[config.mk]
export PLATFORM = sky130hd
export DESIGN_NAME = dpath_pn9_pred
export DESIGN_NICKNAME = d
export VERILOG_FILES = /design/src/rtl/dpath_pn9_pkg.sv /design/src/rtl/dpath_pn9_pred.sv
export SDC_FILE = /design/constraint.sdc
export NUM_CORES = 1
export LEC_CHECK = 0
export CORE_AREA = 2 2 39 41
export DETAILED_ROUTE_END_ITERATION = 8
export DIE_AREA = 0 0 41 43
export DONT_BUFFER_PORTS = 1
export PLACE_DENSITY = 0.45
export SLEW_MARGIN = 0
export SYNTH_ARGS = -nofsm -noshare
export SYNTH_HDL_FRONTEND = slang
export SYNTH_SLANG_ARGS = --single-unit
[constraint.sdc]
create_clock -name vclk -period 1.6
set_input_delay 0.08 -clock vclk [all_inputs]
set_output_delay 0.08 -clock vclk [all_outputs]
set_load 0.03 [all_outputs]
[src/rtl/dpath_pn9_pkg.sv]
// Shared PN9 (x^9 + x^5 + 1) definitions: FSM states, seed, word widths and
// multi-bit advance functions. sreg[0] holds the newest bit, sreg[8] the oldest.
package dpath_pn9_pkg;

  typedef enum logic [1:0] {
    SEARCH = 2'd0,
    VERIFY = 2'd1,
    LOCKED = 2'd2
  } pn9_state_e;

  localparam logic [8:0] PN9_SEED = 9'h1FF;
  localparam int         W16      = 16;
  localparam int         W14      = 14;

  // Next 16 bits of the sequence, first bit in time at the MSB.
  function automatic logic [15:0] pn9_word16(input logic [8:0] sreg);
    logic [8:0]  r;
    logic [15:0] w;
    logic        b;
    r = sreg;
    w = '0;
    for (int i = 0; i < W16; i++) begin
      b = r[8] ^ r[4];
      w = {w[14:0], b};
      r = {r[7:0], b};
    end
    return w;
  endfunction

  // Next 14 bits MSB-justified, two LSBs zero.
  function automatic logic [15:0] pn9_word14(input logic [8:0] sreg);
    logic [8:0]  r;
    logic [13:0] w;
    logic        b;
    r = sreg;
    w = '0;
    for (int i = 0; i < W14; i++) begin
      b = r[8] ^ r[4];
      w = {w[12:0], b};
      r = {r[7:0], b};
    end
    return {w, 2'b00};
  endfunction

  function automatic logic [8:0] pn9_adv16(input logic [8:0] sreg);
    logic [15:0] w;
    w = pn9_word16(sreg);
    return w[8:0];
  endfunction

  function automatic logic [8:0] pn9_adv14(input logic [8:0] sreg);
    logic [15:0] w;
    w = pn9_word14(sreg);
    return w[10:2];
  endfunction

endpackage

[src/rtl/dpath_pn9_pred.sv]
// Combinational PN9 predictor: expected next word and next reference state
// for the current reference, in 16-bit (mode=1) or 14-bit (mode=0) framing.
module dpath_pn9_pred
  import dpath_pn9_pkg::*;
(
  input  logic [8:0]  ref_i,
  input  logic        mode_i,
  output logic [15:0] expected_o,
  output logic [8:0]  next_ref_o
);

  always_comb begin
    if (mode_i) begin
      expected_o = pn9_word16(ref_i);
      next_ref_o = pn9_adv16(ref_i);
    end else begin
      expected_o = pn9_word14(ref_i);
      next_ref_o = pn9_adv14(ref_i);
    end
  end

endmodule

; ---- After elaboration in Yosys (flattened, before gate mapping)
; Cells that the tools add are included.
[word_totals]
register_bits = 0
in_bits = 10
out_inout_bits = 25
[op_classes]
muxes = 2
bitwise = 16
[ops]
columns = cell, count
row1 = 1-bit XOR, 16
row2 = 9-bit 2-to-1 mux, 1
row3 = 2-bit 2-to-1 mux, 1

; ---- Logic depth before layout (Yosys ltp)
[depth]
word_depth = 5
ltp_mapped = 5
depth_no_buf = 4

; ---- Worst setup path before layout
; No wires, ideal clock.
[synth_path]
path_type = input to output
startpoint = input port ref_i[4]
endpoint = output port expected_o[0]
t_arrival_ns = 1.706
required_ns = 1.520
slack_ns = -0.186
path_stages = 4
cell_sequence = buf_4 -> xor2_1 -> xnor2_1 -> mux2i_1
[synth_between]
elab_chain_len = 5
[synth_rtl]
columns = item, line_no
row1 = start: declaration, dpath_pn9_pred.sv:6  ; input logic [8:0] ref_i,
row2 = 1-bit XOR, -
row3 = named net expected_o[15], dpath_pn9_pred.sv:8  ; output logic [15:0] expected_o,
row4 = 1-bit XOR (3 in series), dpath_pn9_pkg.sv:23  ; b = r[8] ^ r[4];
row5 = 2-bit 2-to-1 mux, dpath_pn9_pred.sv:13  ; if (mode_i) begin
row6 = end: declaration, dpath_pn9_pred.sv:8
; The timed path passes the listed nets, and every way through them passes these cells.

; ---- Worst setup path after layout
[layout_path]
startpoint = input port ref_i[5]
endpoint = output port next_ref_o[7]
[layout_between]
elab_chain_len = 3
[layout_rtl]
columns = item, line_no
row1 = 1-bit XOR (2 in series), dpath_pn9_pkg.sv:23
row2 = 9-bit 2-to-1 mux, dpath_pn9_pred.sv:13
row3 = end: declaration, dpath_pn9_pred.sv:9  ; output logic [8:0] next_ref_o
; No other way between the ends.

==> out/summary.txt <==
================================================================================
Mean area per synthesized cell                                          8.73 um2
Die area                                                             0.00176 mm2
Diodes inserted                                                                0
Data required time at the worst endpoint                                 1.52 ns
Biggest area consumer among synthesized cells                            xnor2_1
Wire length reported by the detailed router                               836 um
Register area                                                              0 um2
Count of endpoints failing setup in the final report                           0
Total number of vias                                                         297
Netlist Area Pre-Place                                                   332 um2
Die X                                                                      41 um
Cell Pwr Density                                                      879 mW/mm2
Number of antenna violations at the first check in global routing              0
Result of the run                                                   finished clean
Drt drc                                                                        0
Post-Synthesis Cells                                                          38
Final Power                                                               411 uW
Number of rows created at floorplan                                           14
Most common cell after layout, fill and taps aside                         buf_4
Final design utilization                                                   0.338
Post-cts resize count                                                          0
Number of clock-tree buffers in the layout                                     0
Cell Count Post-Placement                                                     68
Worst hold path class                                               input port to output port
RSZ-0062 raised after global routing                                       false
Top cell type's share of synthesized area                                  0.185
Global placer's final weighted congestion                                  0.570
Io pins                                                                       35
Post-synth cell types                                                         14
Data arrival time at the worst-slack endpoint                            1.01 ns
Via count normalized by instance count                                      4.37
Vertical extent of the die                                                 43 um
Effective utilization at floorplan                                         0.240
Nets                                                                          64
Worst setup path startpoint                                             ref_i[5]
Via count of the first global-routing pass                                   253
Total congestion overflow                                                      0
Clock period minus final worst setup slack                               1.09 ns
Final max-slew violation count                                                 0
Worst Tran Pin Value                                                    0.638 ns
Max Cap Viol                                                                   0
Overall fraction of global-route tracks in use                            0.0884
Part of the Yosys area used for sequential elements                            0
Core Area                                                            0.00138 mm2
Element type at the critical path start                               input port
Syn nets                                                                      48
Routed len/inst                                                          12.3 um
Endpoint of the most critical setup path                            next_ref_o[7]
Most frequent cells in the layout                                   buf_4 (16), xnor2_1 (7), xor2_1 (6), inv_1 (5)
Final critical-path share of the clock period                              0.678
DRC violation total after the first TritonRoute iteration                      1
Fill cell instance count of the final layout                                 152
Area occupied by multi-input gates                                       309 um2
Cts-stage hold buffer count                                                    0
Growth of design area from synthesis to finish                             41.1%
Nature of the critical path endpoint                                 output port
Number of input and output port buffers inserted                               0
Largest cells by area after synthesis                               xnor2_1 (18%), xor2_1 (18%), mux2_2 (14%)
Achievable Freq                                                          921 MHz
Length of the first detailed-routing pass in iterations                        2
Static power due to leakage                                             0.239 nW
Post-route non-filler standard cell count                                     68
Slew headroom                                                              0.573
Postcts setup bufs                                                             0
Startpoint of the most critical hold path                               ref_i[0]
Antenna Violating Nets Remaining                                               0
Proportion of layout cells with a drive suffix above 1                     0.423
Final sequential cell count                                                    0
Count of yosys warnings during synthesis                                       0
Hold violation count in the final report                                       0
Pin count of the biggest net entering global routing                          14
Maximum fanout along the worst path                                            4
Critical path type                                                  input port to output port
Worst voltage drop across the vdd grid                                  0.255 mV
Setup total negative slack                                                  0 ns
Worst hold-check slack                                                  0.341 ns
Wire length of the first global-routing pass                             1.15 mm
================================================================================
## metal layers
metal	vias up	wire, um	track usage	share of wire
met5	-	0	0	0
met4	0	0	0	0
met3	0	112	0.0209	0.13
met2	17	431	0.147	0.52
met1	133	292	0.119	0.35
li1	147	-	-	-
## area by class of cell
type / instances / share of cell area
Tap cell: 16 / 0.0428
Multi-Input combinational cell: 31 / 0.660
Timing Repair Buffer: 16 / 0.257
Inverter: 5 / 0.0401
## critical path: stages
cell and delay, ns:
xnor2_1 0.37, xnor2_1 0.18, mux2_2 0.38
## how the worst min path moves through the flow
| stage | to | slack, ns | cells past startpoint |
|---|---|---|---|
| after CTS | expected_o[11] | 0.35 | 1 |
| after floorplan | expected_o[14] | 0.30 | 1 |
| after global placement | expected_o[11] | 0.34 | 1 |
| after global routing | expected_o[11] | 0.35 | 1 |
| final | expected_o[11] | 0.34 | 1 |
| after detailed placement | expected_o[11] | 0.35 | 1 |
## cell families (layout without fill, tap and decap cells)
| logic type | after synthesis | after routing | share of synthesized area |
|---|---|---|---|
| xor+xnor | 17 | 17 | 0.555 |
| mux | 8 | 8 | 0.257 |
| buf+inv | 7 | 21 | 0.0906 |
| simple gates | 4 | 4 | 0.0604 |
| compound gates | 2 | 2 | 0.0377 |
## synth_stat cells, drive strengths merged
cell / count
nor2b: 1
mux2: 4
xnor3: 2
o21ai: 1
mux2i: 4
nand2b: 1
nand2: 2
o21bai: 1
xor2: 8
inv: 5
xnor2: 7
buf: 2
## metrics by stage
step	worst slack (ns)	cell area (um2)
3_5_place_dp	0.489	468
4_1_cts	0.483	468
5_1_grt	0.422	468
2_1_floorplan	0.0311	339
6_report	0.514	468
3_3_place_gp	0.489	468
## report_power, final
group | total, mW | switching (mW) | internal [mW] | leakage, nW
clock network | 0 | 0 | 0 | 0
registers | 0 | 0 | 0 | 0
logic | 0.411 | 0.271 | 0.141 | 0.239
total | 0.411 | 0.271 | 0.141 | 0.239
Power figures use the tool's default switching activity.
